File: src/rtl/mips32_prog_loader.sv
// mips32_prog_loader
// Receives an instruction image over a byte stream and writes it into the
// core's instruction memory, then releases the core with a one-cycle start.
//
// Frame: N (2 bytes, MSB first), N words of 4 bytes (MSB first), 1 checksum
// byte equal to the XOR of every length and data byte.
//
// Ports:
//   clk1         rising-edge clock
//   rst_n        asynchronous active-low reset
//   go           begin a new load (honoured only in IDLE, DONE or ERR)
//   in_valid     byte-stream source has a byte
//   in_data      byte-stream data
//   in_ready     loader accepts a byte (high in LEN, DATA, CHK)
//   mem_we       one-cycle instruction-memory write strobe
//   mem_addr     word address of the write (holds when mem_we=0)
//   mem_wdata    instruction word to write (holds when mem_we=0)
//   busy         high while a frame is being received
//   done         level: frame loaded with a good checksum
//   error        level: frame rejected (too long or bad checksum)
//   start        one-cycle pulse releasing the core
//   words_loaded number of words written in the current frame
module mips32_prog_loader #(
  parameter int ADDR_W = 10
) (
  input  logic              clk1,
  input  logic              rst_n,
  input  logic              go,
  input  logic              in_valid,
  input  logic [7:0]        in_data,
  output logic              in_ready,
  output logic              mem_we,
  output logic [ADDR_W-1:0] mem_addr,
  output logic [31:0]       mem_wdata,
  output logic              busy,
  output logic              done,
  output logic              error,
  output logic              start,
  output logic [15:0]       words_loaded
);

  typedef enum logic [2:0] {
    S_IDLE,
    S_LEN,
    S_DATA,
    S_CHK,
    S_DONE,
    S_ERR
  } state_t;

  // Largest legal word count is the full memory capacity.
  localparam logic [16:0] MAX_WORDS = 17'(2 ** ADDR_W);

  state_t              state_reg, state_next;
  logic [1:0]          byte_cnt_reg;
  logic [7:0]          len_hi_reg;
  logic [15:0]         len_reg;
  logic [23:0]         word_shift_reg;
  logic [7:0]          xor_reg;
  logic                mem_we_reg;
  logic [ADDR_W-1:0]   mem_addr_reg;
  logic [31:0]         mem_wdata_reg;
  logic [15:0]         words_loaded_reg;
  logic                start_reg;

  logic                receiving;
  logic                accept;
  logic [15:0]         len_full;
  logic                last_word;

  assign receiving = (state_reg == S_LEN) || (state_reg == S_DATA) ||
                     (state_reg == S_CHK);
  assign accept    = in_valid && receiving;
  // Length as it will be once the second length byte is taken.
  assign len_full  = {len_hi_reg, in_data};
  // words_loaded_reg is the index of the word currently being assembled.
  assign last_word = (words_loaded_reg == (len_reg - 16'd1));

  // State register
  always_ff @(posedge clk1 or negedge rst_n) begin
    if (!rst_n) begin
      state_reg <= S_IDLE;
    end else begin
      state_reg <= state_next;
    end
  end

  // Next-state logic
  always_comb begin
    state_next = state_reg;
    case (state_reg)
      S_IDLE, S_DONE, S_ERR: begin
        if (go) begin
          state_next = S_LEN;
        end
      end
      S_LEN: begin
        if (accept && (byte_cnt_reg == 2'd1)) begin
          if (len_full == 16'd0) begin
            state_next = S_CHK;
          end else if ({1'b0, len_full} > MAX_WORDS) begin
            state_next = S_ERR;
          end else begin
            state_next = S_DATA;
          end
        end
      end
      S_DATA: begin
        if (accept && (byte_cnt_reg == 2'd3) && last_word) begin
          state_next = S_CHK;
        end
      end
      S_CHK: begin
        if (accept) begin
          state_next = (in_data == xor_reg) ? S_DONE : S_ERR;
        end
      end
      default: state_next = S_IDLE;
    endcase
  end

  // Datapath: byte counting, word assembly, checksum and memory write.
  always_ff @(posedge clk1 or negedge rst_n) begin
    if (!rst_n) begin
      byte_cnt_reg     <= 2'd0;
      len_hi_reg       <= 8'd0;
      len_reg          <= 16'd0;
      word_shift_reg   <= 24'd0;
      xor_reg          <= 8'd0;
      mem_we_reg       <= 1'b0;
      mem_addr_reg     <= '0;
      mem_wdata_reg    <= 32'd0;
      words_loaded_reg <= 16'd0;
      start_reg        <= 1'b0;
    end else begin
      mem_we_reg <= 1'b0;
      start_reg  <= 1'b0;
      case (state_reg)
        S_IDLE, S_DONE, S_ERR: begin
          if (go) begin
            byte_cnt_reg     <= 2'd0;
            xor_reg          <= 8'd0;
            words_loaded_reg <= 16'd0;
          end
        end
        S_LEN: begin
          if (accept) begin
            xor_reg <= xor_reg ^ in_data;
            if (byte_cnt_reg == 2'd0) begin
              len_hi_reg   <= in_data;
              byte_cnt_reg <= 2'd1;
            end else begin
              len_reg      <= len_full;
              byte_cnt_reg <= 2'd0;
            end
          end
        end
        S_DATA: begin
          if (accept) begin
            xor_reg      <= xor_reg ^ in_data;
            byte_cnt_reg <= byte_cnt_reg + 2'd1;
            if (byte_cnt_reg == 2'd3) begin
              // Only a complete word ever reaches the memory port.
              mem_we_reg       <= 1'b1;
              mem_addr_reg     <= words_loaded_reg[ADDR_W-1:0];
              mem_wdata_reg    <= {word_shift_reg, in_data};
              words_loaded_reg <= words_loaded_reg + 16'd1;
            end else begin
              word_shift_reg <= {word_shift_reg[15:0], in_data};
            end
          end
        end
        S_CHK: begin
          if (accept && (in_data == xor_reg)) begin
            start_reg <= 1'b1;
          end
        end
        default: ;
      endcase
    end
  end

  assign in_ready     = receiving;
  assign busy         = receiving;
  assign done         = (state_reg == S_DONE);
  assign error        = (state_reg == S_ERR);
  assign start        = start_reg;
  assign mem_we       = mem_we_reg;
  assign mem_addr     = mem_addr_reg;
  assign mem_wdata    = mem_wdata_reg;
  assign words_loaded = words_loaded_reg;

endmodule
File: config.mk
export PLATFORM = sky130hd
export DESIGN_NAME = mips32_prog_loader
export DESIGN_NICKNAME = d
export VERILOG_FILES = /design/src/rtl/mips32_prog_loader.sv
export SDC_FILE = /design/constraint.sdc
export NUM_CORES = 1
export LEC_CHECK = 0
export BUFFER_PORTS_ARGS = -buffer_cell sky130_fd_sc_hd__buf_4
export CORE_ASPECT_RATIO = 2
export CORE_MARGIN = 5
export CORE_UTILIZATION = 30
export DETAILED_ROUTE_END_ITERATION = 16
export PLACE_DENSITY_LB_ADDON = 0.3
export RECOVER_POWER = 50
export SLEW_MARGIN = 20
export SYNTH_ARGS = -nofsm -noshare
export SYNTH_HDL_FRONTEND = slang
export SYNTH_SLANG_ARGS = --single-unit
File: constraint.sdc
create_clock -name clk1 -period 3.6 [get_ports clk1]
set_clock_uncertainty 0.2 [all_clocks]
set_input_delay 0.72 -clock clk1 [delete_from_list [all_inputs] [get_ports clk1]]
set_output_delay 0.72 -clock clk1 [all_outputs]
set_load 0.05 [all_outputs]
==> results of run 1 <==
power groups by stage:
stage / sequential (uW) / clock [uW] / combinational, uW
6_report: 1840 / 1690 / 1080
3_3_place_gp: 1840 / 0 / 1070
5_1_grt: 1870 / 1790 / 1200
2_1_floorplan: 1730 / 0 / 886
4_1_cts: 1830 / 1730 / 1110
3_5_place_dp: 1860 / 0 / 1100
layout make-up:
type / count / area share
Clock buffer: 17 / 0.0610
Clock inverter: 15 / 0.0239
Inverter: 8 / 0.00431
Multi-Input combinational cell: 380 / 0.359
Sequential cell: 121 / 0.434
Tap cell: 255 / 0.0458
Timing Repair Buffer: 82 / 0.0718
critical path, cell delays in order (launching register included):
cell,delay [ns]
sky130_fd_sc_hd__dfrtp_1,0.42
sky130_fd_sc_hd__inv_1,0.09
sky130_fd_sc_hd__ha_1,0.21
sky130_fd_sc_hd__or4b_1,0.56
sky130_fd_sc_hd__nor3_2,0.28
sky130_fd_sc_hd__xor2_1,0.12
sky130_fd_sc_hd__o221a_1,0.25
sky130_fd_sc_hd__o21a_1,0.20
sky130_fd_sc_hd__o31ai_4,0.33
sky130_fd_sc_hd__mux2_1,0.35
worst paths after layout:
check	from	end	slack, ns
setup / recovery	len_reg[0]	state_reg[0]	0.45
min in group asynchronous	rst_n	mem_wdata[28]	0.36
hold reg to reg	word_shift_reg[23]	mem_wdata[31]	0.27
setup reg to reg	len_reg[0]	state_reg[0]	0.45
hold / removal	word_shift_reg[23]	mem_wdata[31]	0.27
max in group asynchronous	rst_n	len_reg[3]	1.09
metal layers:
| metal | GRT usage | vias to the layer above | part of all wire |
|---|---|---|---|
| li1 | - | 1988 | - |
| met1 | 0.143 | 2081 | 0.37 |
| met2 | 0.250 | 87 | 0.54 |
| met3 | 0.0290 | 40 | 0.037 |
| met4 | 0.0786 | 2 | 0.043 |
| met5 | 0 | - | 0.00063 |
per-stage QoR:
stage,instance area [um2],power [uW],hold WS [ns]
floorplan,5680,2620,0.224
global placement,6510,2910,0.247
detailed placement,6510,2960,0.259
CTS,7100,4670,0.143
global route,6970,4850,0.293
finish,6970,4610,0.271
synth_stat cells, types with 9 or more instances:
master and instances:
sky130_fd_sc_hd__dfrtp_1 121, sky130_fd_sc_hd__nand2_1 108, sky130_fd_sc_hd__mux2_1 61, sky130_fd_sc_hd__nor2_1 43
sky130_fd_sc_hd__clkbuf_1 25, sky130_fd_sc_hd__xnor2_1 24, sky130_fd_sc_hd__o21ai_1 20, sky130_fd_sc_hd__xor2_1 16
sky130_fd_sc_hd__nand3_1 11, sky130_fd_sc_hd__a21oi_1 9
logic make-up (layout without fill, tap and decap cells):
logic type / count (synthesis) / count (layout)
AND/OR/NAND/NOR: 213 / 213
flip-flops: 121 / 121
multiplexers: 64 / 64
AO/OA/AOI/OAI: 58 / 58
XOR/XNOR: 40 / 40
buffers and inverters: 40 / 122
adder cells (fa/ha/maj): 5 / 5
==> impl_metrics.ini, run 1 <==
[route]
drt-initial-drc-count = 174
routed_length_per_instance_um = 16.4
vias = 4198
route.final.wire_length_mm = 14.4
post-route-drc-count = 0
antenna_violating_nets_post_route = 0
detail_route.vias_per_cell = 4.78
detail_route.first_pass.iterations = 4

[synth]
syn-mean-instance-area_um2 = 10.5
synth.net_count = 558
synth.yosys.warnings = 0
muxShareOfSynthArea = 0.127
synth.top_cell.area_share = 0.533
synth_ff_type = sky130_fd_sc_hd__dfrtp_1
synth.lib_cells_used.distinct = 55
synth.ff_latch_count = 121
synth_top_family_by_area = simple AND/OR/NAND/NOR gates
post_synth_and_or_nand_nor_area_fraction = 0.173
post_synth_instance_area_mm2 = 0.00568
post-synth-top-area-cell = sky130_fd_sc_hd__dfrtp_1
synth_compound_gate_area_share = 0.0669
count_of_flip_flops_with_a_built_in_enable_after_synthesis = 0
post_synth_xor_area_fraction = 0.0616
synth_fa_ha_area_frac = 0.0110
share_of_synthesized_registers_carrying_an_async_set_or_reset = 1.00
seq_area_frac_synth = 0.533
post_synthesis_cell_count = 541
post_synth_main_area_contributors = sky130_fd_sc_hd__dfrtp_1 (53%), sky130_fd_sc_hd__mux2_1 (12%), sky130_fd_sc_hd__nand2_1 (7.1%)

[pwr]
ir_drop_v = 0.000567
power.share.switching = 0.336
power_leakage_uw = 0.00328
clkPwrFrac = 0.366
cellPowerDensity_mw_per_mm2 = 661
p_int_uw = 3060
flop_pwr_share = 0.398
switchingPower_uw = 1550
comb_power_share = 0.235

[floorplan]
die_height_um = 205
die_width_um = 107
core_area_mm2 = 0.0187
rows = 71
io_pins = 76
design.die.area_mm2 = 0.0220
floorplan.initialDensity = 0.303

[global_route]
global_route_wire_length_before_repair_mm = 23.3
first_global_vias = 4367
grt_start_max_net_pins = 73
globalRoute.totalOverflow = 0
grt_antenna_before_repair = 1
grtUsageTotal = 0.137

[placed_design]
finalWeightedCongestion = 0.858
pre_cts_slack_ns = 0.516
portBuffers = 75
place_hpwl_mm = 10.5
dp_cells = 846

[setup_path]
rr_worst_depth = 9
crit_required_ns = 3.70
cp_max_fo = 4
critPathCaptureType = flip-flop
startpoint_kind_of_the_worst_setup_timing_path = flip-flop
worst-endpoint-arrival_ns = 3.25
worstSetupPathType = flip-flop to flip-flop

[final_layout]
stdcell_count = 878
most_common_cell_after_layout_fill_and_taps_aside = sky130_fd_sc_hd__dfrtp_1
final_layout_size_suffix_gt1_frac = 0.159
largest_register_ffs = 32
finish.utilization = 0.372
multi_input_area_mm2 = 0.00250
synthToLayoutAreaGrowth_pct = 22.7
fillerInstances = 1884
final_cell_mix = sky130_fd_sc_hd__dfrtp_1 (121), sky130_fd_sc_hd__nand2_1 (108), sky130_fd_sc_hd__mux2_1 (61)
insertedDiodeCount = 0
layout.area.seq_mm2 = 0.00303
layout.nets = 627

[cts]
clk_pin_slew_ns = 0.06
cts_htree_levels = 4
clkLatencyLatePin_ns = 0.41
cts.path.max_buffers = 2
clock-sinks = 121
tritoncts = yes
postCtsSetupRepairBufs = 0
cts_inserted_buffers = 17
cts_hold_buf = 0
clock_tree.root_cell = sky130_fd_sc_hd__clkbuf_16
number_of_resized_instances_in_the_post_cts_repair_step = 0

[timing]
rsz0062_at_grt = no
setup_tns_ns = 0
finalSetupViolations = 0
max_freq_mhz = 317
report.final.slew_viol_count = 0
worstMarginPinSlew_ns = 1.24
finalWorstSetupSlack_ns = 0.449
min_period_over_period = 0.875
max-slew-margin-rel = 0.176
hold_viol_final = 0
post-route-min-period_ns = 3.15

[run_status]
outcome = completed

[min_path]
kind_of_path_behind_the_tightest_hold_check = flip-flop to flip-flop
min_path_cells = 2

[job]
drv.max_cap_violation_count = 0
(Power assumes the default switching activity.)
==> inputs of run 2 (changes only) <==
--- a/config.mk
+++ b/config.mk
@@ -11,7 +11,7 @@
 export CORE_UTILIZATION = 30
 export DETAILED_ROUTE_END_ITERATION = 16
 export PLACE_DENSITY_LB_ADDON = 0.3
-export RECOVER_POWER = 50
+export RECOVER_POWER = 100
 export SLEW_MARGIN = 20
 export SYNTH_ARGS = -nofsm -noshare
 export SYNTH_HDL_FRONTEND = slang
==> run 2 against run 1 <==
Against the previous run:
- first-iteration DRC count rose by 9.2%
- critical path type unchanged
- setup slack got worse by 0.0068 ns
- maximum frequency fell by 0.22%
- via count fell by 0.60%
- sequential cell count did not move
- critical path depth fell by 3
- clock power barely moved
- non-clock buffer count did not move
- highest routed layer unchanged
- hold slack got worse by 0.00065 ns
- total power fell by 0.83%
- sequential share of layout area rose by 0.99 points
- critical endpoint is now words_loaded[1]
- register-to-register slack barely moved
==> impl_metrics.ini, run 2 (synthesis gave the netlist of run 1 again) <==
[floorplan]
design.die.area_mm2 = 0.0220
die_height_um = 205
core_area_mm2 = 0.0187
io_pins = 76
floorplan.initialDensity = 0.303
rows = 71
die_width_um = 107

[setup_path]
critical_path.cell_chain = nor2b_1 > clkbuf_1 > nand3_1 > clkbuf_1 > inv_2 > a22o_1
crit_required_ns = 3.70
crit_path_max_incr_delay_ns = 0.93
timing.rr.end = words_loaded[1]
startpoint_kind_of_the_worst_setup_timing_path = flip-flop
crit_path_top_delay_cell = sky130_fd_sc_hd__clkbuf_1
worstSetupPathType = flip-flop to flip-flop
timing.rr.start = state_reg[2]
critPathMostFrequentCell = sky130_fd_sc_hd__clkbuf_1
cp_num_buf_inv = 3
critical_path.top_delay_family = buffers and inverters
r2r_setup_slack_ns = 0.44
cp_max_fo = 27
worst-endpoint-arrival_ns = 3.26
critPathCaptureType = flip-flop
rr_worst_depth = 6

[cts]
cts_inserted_buffers = 17
clk_pin_slew_ns = 0.06
cts.path.max_buffers = 2
clock-sinks = 121
cts_htree_levels = 4
clkLatencyLatePin_ns = 0.41
clock_tree.root_cell = sky130_fd_sc_hd__clkbuf_16
number_of_resized_instances_in_the_post_cts_repair_step = 0
postCtsSetupRepairBufs = 0
cts_hold_buf = 0
tritoncts = yes

[timing]
hold_viol_final = 0
rsz0062_at_grt = no
finalSetupViolations = 0
worstMarginPinSlew_ns = 1.30
max-slew-margin-rel = 0.131
max_freq_mhz = 317
setup_tns_ns = 0
post-route-min-period_ns = 3.16
min_period_over_period = 0.877
report.final.slew_viol_count = 0

[pwr]
clkPwrFrac = 0.369
power.share.switching = 0.337
ir_drop_v = 0.000492
switchingPower_uw = 1540
comb_power_share = 0.230
p_int_uw = 3030
cellPowerDensity_mw_per_mm2 = 671
power_leakage_uw = 0.00311
flop_pwr_share = 0.401

[route]
detail_route.first_pass.iterations = 4
vias = 4173
routed_length_per_instance_um = 16.4
detail_route.vias_per_cell = 4.75
routedLengthMet1_mm = 5.42
top_signal_layer_used = met5
antenna_violating_nets_post_route = 0
drt-initial-drc-count = 190
post-route-drc-count = 0
met3WireLength_um = 531
met2_length_mm = 7.85
route.final.wire_length_mm = 14.4

[job]
drv.max_cap_violation_count = 0

[placed_design]
finalWeightedCongestion = 0.858
portBuffers = 75
placed_cell_area_mm2 = 0.00651
place_hpwl_mm = 10.5

[min_path]
min_path_cells = 2
holdPathEnd = mem_wdata[31]
holdCritStartpoint = word_shift_reg[23]
kind_of_path_behind_the_tightest_hold_check = flip-flop to flip-flop

[final_layout]
most_common_cell_after_layout_fill_and_taps_aside = sky130_fd_sc_hd__dfrtp_1
layout.cell_area.non_filler_mm2 = 0.00682
insertedDiodeCount = 0
final_cell_mix = sky130_fd_sc_hd__dfrtp_1 (121), sky130_fd_sc_hd__nand2_1 (108), sky130_fd_sc_hd__clkbuf_1 (70)
final_layout_size_suffix_gt1_frac = 0.0931
finish.utilization = 0.364
layout.nets = 627
synthToLayoutAreaGrowth_pct = 20.0
largest_register_ffs = 32

[global_route]
grtUsageTotal = 0.137
grt_antenna_before_repair = 1
grt_start_max_net_pins = 73
first_global_vias = 4367
globalRoute.totalOverflow = 0
global_route_wire_length_before_repair_mm = 23.3

[run_status]
outcome = completed
## run 2: cell count changes in the layout (fill, tap and decap cells not counted), moves of 8 or more
| cell | change |
|---|---|
| sky130_fd_sc_hd__buf_4 | -40 |
| sky130_fd_sc_hd__clkbuf_1 | +40 |
| sky130_fd_sc_hd__o21ai_0 | +8 |
| sky130_fd_sc_hd__o21ai_1 | -8 |
## run 2: worst register-to-register path, stage by stage, from the launching register on
cell	delay, ns
sky130_fd_sc_hd__dfrtp_1	0.60
sky130_fd_sc_hd__nor2b_1	0.12
sky130_fd_sc_hd__clkbuf_1	0.19
sky130_fd_sc_hd__nand3_1	0.15
sky130_fd_sc_hd__clkbuf_1	0.93
sky130_fd_sc_hd__inv_2	0.50
sky130_fd_sc_hd__a22o_1	0.37
## run 2: power groups by stage
stage | Combinational [uW] | Clock [uW] | Sequential, uW
global placement | 1070 | 0 | 1840
floorplan | 886 | 0 | 1730
CTS | 1110 | 1730 | 1830
global route | 1160 | 1790 | 1860
finish | 1050 | 1690 | 1840
detailed placement | 1100 | 0 | 1860
## run 2: stage by stage
step | hold slack [ns] | worst slack [ns] | cells | total power [uW]
6_report | 0.270 | 0.442 | 878 | 4570
5_1_grt | 0.293 | 0.190 | 878 | 4820
4_1_cts | 0.143 | 0.465 | 878 | 4670
3_5_place_dp | 0.259 | 0.516 | 846 | 2960
3_3_place_gp | 0.247 | 0.631 | 846 | 2910
2_1_floorplan | 0.224 | 0.794 | 541 | 2620
## run 2: layout make-up
cell class                 instances  area [um2]
clock inverter                    15         166
clock buffer                      17         425
multi-input combinational        380        2500
tap                              255         319
inverter                           8        30.0
timing repair buffer              82         350
fill                            1922       11900
sequential                       121        3030
## run 2: worst max path at each step
stage                       from              end  cells after the start
floorplan             len_reg[0]     state_reg[0]                      9
finish              state_reg[2]  words_loaded[1]                      6
CTS                   len_reg[0]     state_reg[0]                      9
global placement      len_reg[0]     state_reg[2]                      9
global route        state_reg[2]  words_loaded[1]                      6
detailed placement    len_reg[0]     state_reg[0]                      9
## run 2: metal layers
layer  track usage  vias up
met5             0        -
met4        0.0786        2
met3        0.0290       34
met2         0.250       88
met1         0.143     2067
li1              -     1982
==> inputs of run 3 (changes only) <==
--- a/config.mk
+++ b/config.mk
@@ -8,10 +8,11 @@
 export BUFFER_PORTS_ARGS = -buffer_cell sky130_fd_sc_hd__buf_4
 export CORE_ASPECT_RATIO = 2
 export CORE_MARGIN = 5
-export CORE_UTILIZATION = 30
+export CORE_UTILIZATION = 45
 export DETAILED_ROUTE_END_ITERATION = 16
 export PLACE_DENSITY_LB_ADDON = 0.3
 export RECOVER_POWER = 100
+export REMOVE_ABC_BUFFERS = 1
 export SLEW_MARGIN = 20
 export SYNTH_ARGS = -nofsm -noshare
 export SYNTH_HDL_FRONTEND = slang
==> run 3 against run 2 <==
Against the previous run:
- the flow now finishes with violations (max-capacitance violations, max-slew violations)
- die area decreased by 31%
- largest cell class unchanged
- maximum frequency increased by 0.27%
- global-route usage increased by 6.0 points
- critical endpoint is now state_reg[0]
- sequential power about the same
- first-iteration DRC count increased by 18%
- final cell count decreased by 12%
- final area decreased by 1.7%
- register-to-register slack about the same
- setup slack improved by 0.0086 ns
- critical path type unchanged
==> impl_metrics.ini, run 3 (synthesis gave the netlist of run 1 again) <==
[setup_path]
worst-endpoint-arrival_ns = 3.24
r2r_setup_slack_ns = 0.45
cp_max_fo = 4
critPathCaptureType = flip-flop
timing.rr.end = state_reg[0]
worstSetupPathType = flip-flop to flip-flop
crit_required_ns = 3.69
critical_path.startpoint = len_reg[0]
rr_worst_depth = 9
worstSetupEndpoint = state_reg[0]
timing.rr.start = len_reg[0]
startpoint_kind_of_the_worst_setup_timing_path = flip-flop

[pwr]
comb_power_share = 0.232
clkPwrFrac = 0.367
p_int_uw = 3030
switchingPower_uw = 1550
power.share.switching = 0.338
ir_drop_v = 0.000392
cellPowerDensity_mw_per_mm2 = 684
power_leakage_uw = 0.00312
flop_pwr_share = 0.401

[timing]
rsz0062_at_grt = no
max-slew-margin-rel = -0.0214
setup_tns_ns = 0
min_period_over_period = 0.875
max_freq_mhz = 317
whs_ns = 0.272
post-route-min-period_ns = 3.15
finalSetupViolations = 0
report.final.slew_viol_count = 60
worstMarginPinSlew_ns = 1.53
hold_viol_final = 0

[cts]
cts_inserted_buffers = 17
clock-sinks = 121
cts.path.max_buffers = 2
number_of_resized_instances_in_the_post_cts_repair_step = 0
clk_pin_slew_ns = 0.06
cts_htree_levels = 4
postCtsSetupRepairBufs = 0
clkLatencyLatePin_ns = 0.41
tritoncts = yes
clock_tree.root_cell = sky130_fd_sc_hd__clkbuf_16
cts_hold_buf = 0

[final_layout]
layout.cell_area.non_filler_mm2 = 0.00670
layout.nets = 626
final_cell_mix = sky130_fd_sc_hd__dfrtp_1 (121), sky130_fd_sc_hd__nand2_1 (108), sky130_fd_sc_hd__clkbuf_1 (68)
synthToLayoutAreaGrowth_pct = 17.9
final_layout_size_suffix_gt1_frac = 0.0949
largest_register_ffs = 32
fillerInstances = 1172
insertedDiodeCount = 0
most_common_cell_after_layout_fill_and_taps_aside = sky130_fd_sc_hd__dfrtp_1

[floorplan]
rows = 58
io_pins = 76
core_area_mm2 = 0.0125
die_height_um = 169
floorplan.initialDensity = 0.455
die_width_um = 89.5
design.die.area_mm2 = 0.0151

[run_status]
outcome = complete, but fails checks
violations = max-capacitance violations, max-slew violations

[job]
drv.max_cap_violation_count = 1

[global_route]
first_global_vias = 4525
grtUsageTotal = 0.197
grt_start_max_net_pins = 63
grt_antenna_before_repair = 0
globalRoute.totalOverflow = 0
global_route_wire_length_before_repair_mm = 22.6

[placed_design]
finalWeightedCongestion = 0.935
portBuffers = 75
place_hpwl_mm = 10.0
placed_cell_area_mm2 = 0.00637

[route]
post-route-drc-count = 0
routed_length_per_instance_um = 17.8
drt-initial-drc-count = 225
detail_route.first_pass.iterations = 4
antenna_violating_nets_post_route = 0
route.final.wire_length_mm = 13.8
vias = 4237
detail_route.vias_per_cell = 5.49

[min_path]
kind_of_path_behind_the_tightest_hold_check = flip-flop to flip-flop
-- run 3: critical path, stage by stage, from the launching register on --
cell	delay, ns
sky130_fd_sc_hd__dfrtp_1	0.42
sky130_fd_sc_hd__inv_1	0.10
sky130_fd_sc_hd__ha_1	0.21
sky130_fd_sc_hd__or4b_1	0.55
sky130_fd_sc_hd__nor3_2	0.31
sky130_fd_sc_hd__xor2_1	0.13
sky130_fd_sc_hd__o221a_1	0.24
sky130_fd_sc_hd__o21a_1	0.20
sky130_fd_sc_hd__o31ai_4	0.33
sky130_fd_sc_hd__mux2_1	0.35
-- run 3: worst min-delay path by stage --
stage | from | slack [ns] | to | cells past startpoint
detailed placement | word_shift_reg[21] | 0.26 | mem_wdata[29] | 2
global placement | word_shift_reg[23] | 0.25 | mem_wdata[31] | 2
CTS | rst_n | 0.21 | mem_we | 1
global route | word_shift_reg[17] | 0.30 | mem_wdata[25] | 2
finish | mem_wdata[16] | 0.27 | mem_wdata[16] | 2
floorplan | rst_n | 0.22 | byte_cnt_reg[0] | 0
-- run 3: layer usage --
metal | track usage | routed length [um] | up-vias
li1 | - | - | 1976
met1 | 0.205 | 4900 | 2102
met2 | 0.356 | 7770 | 121
met3 | 0.0341 | 473 | 38
met4 | 0.113 | 627 | 0
met5 | 0 | 0 | -
-- run 3: final cells by class --
| type | count | area [um2] | area share |
|---|---|---|---|
| flip-flops and latches | 121 | 3030 | 0.452 |
| clock buffers | 17 | 425 | 0.0635 |
| clock inverters | 15 | 164 | 0.0245 |
| well taps | 150 | 188 | 0.0280 |
| repair buffers | 81 | 360 | 0.0538 |
| inverters | 8 | 30.0 | 0.00448 |
| multi-input cells | 380 | 2500 | 0.374 |
-- run 3: through the flow --
| step | power (uW) | instances | setup WS (ns) | utilization |
|---|---|---|---|---|
| 2_1_floorplan | 2570 | 509 | 0.519 | - |
| 6_report | 4580 | 772 | 0.450 | 0.537 |
| 5_1_grt | 4820 | 772 | 0.302 | 0.537 |
| 4_1_cts | 4660 | 772 | 0.444 | 0.558 |
| 3_5_place_dp | 2960 | 740 | 0.480 | 0.510 |
| 3_3_place_gp | 2920 | 740 | 0.581 | 0.510 |
-- run 3: power by group through the flow --
| stage | sequential, uW | clock [uW] | combinational (uW) |
|---|---|---|---|
| after floorplan | 1770 | 0 | 805 |
| after global placement | 1840 | 0 | 1070 |
| after detailed placement | 1860 | 0 | 1100 |
| after CTS | 1840 | 1710 | 1110 |
| after global routing | 1870 | 1770 | 1190 |
| final | 1840 | 1680 | 1060 |
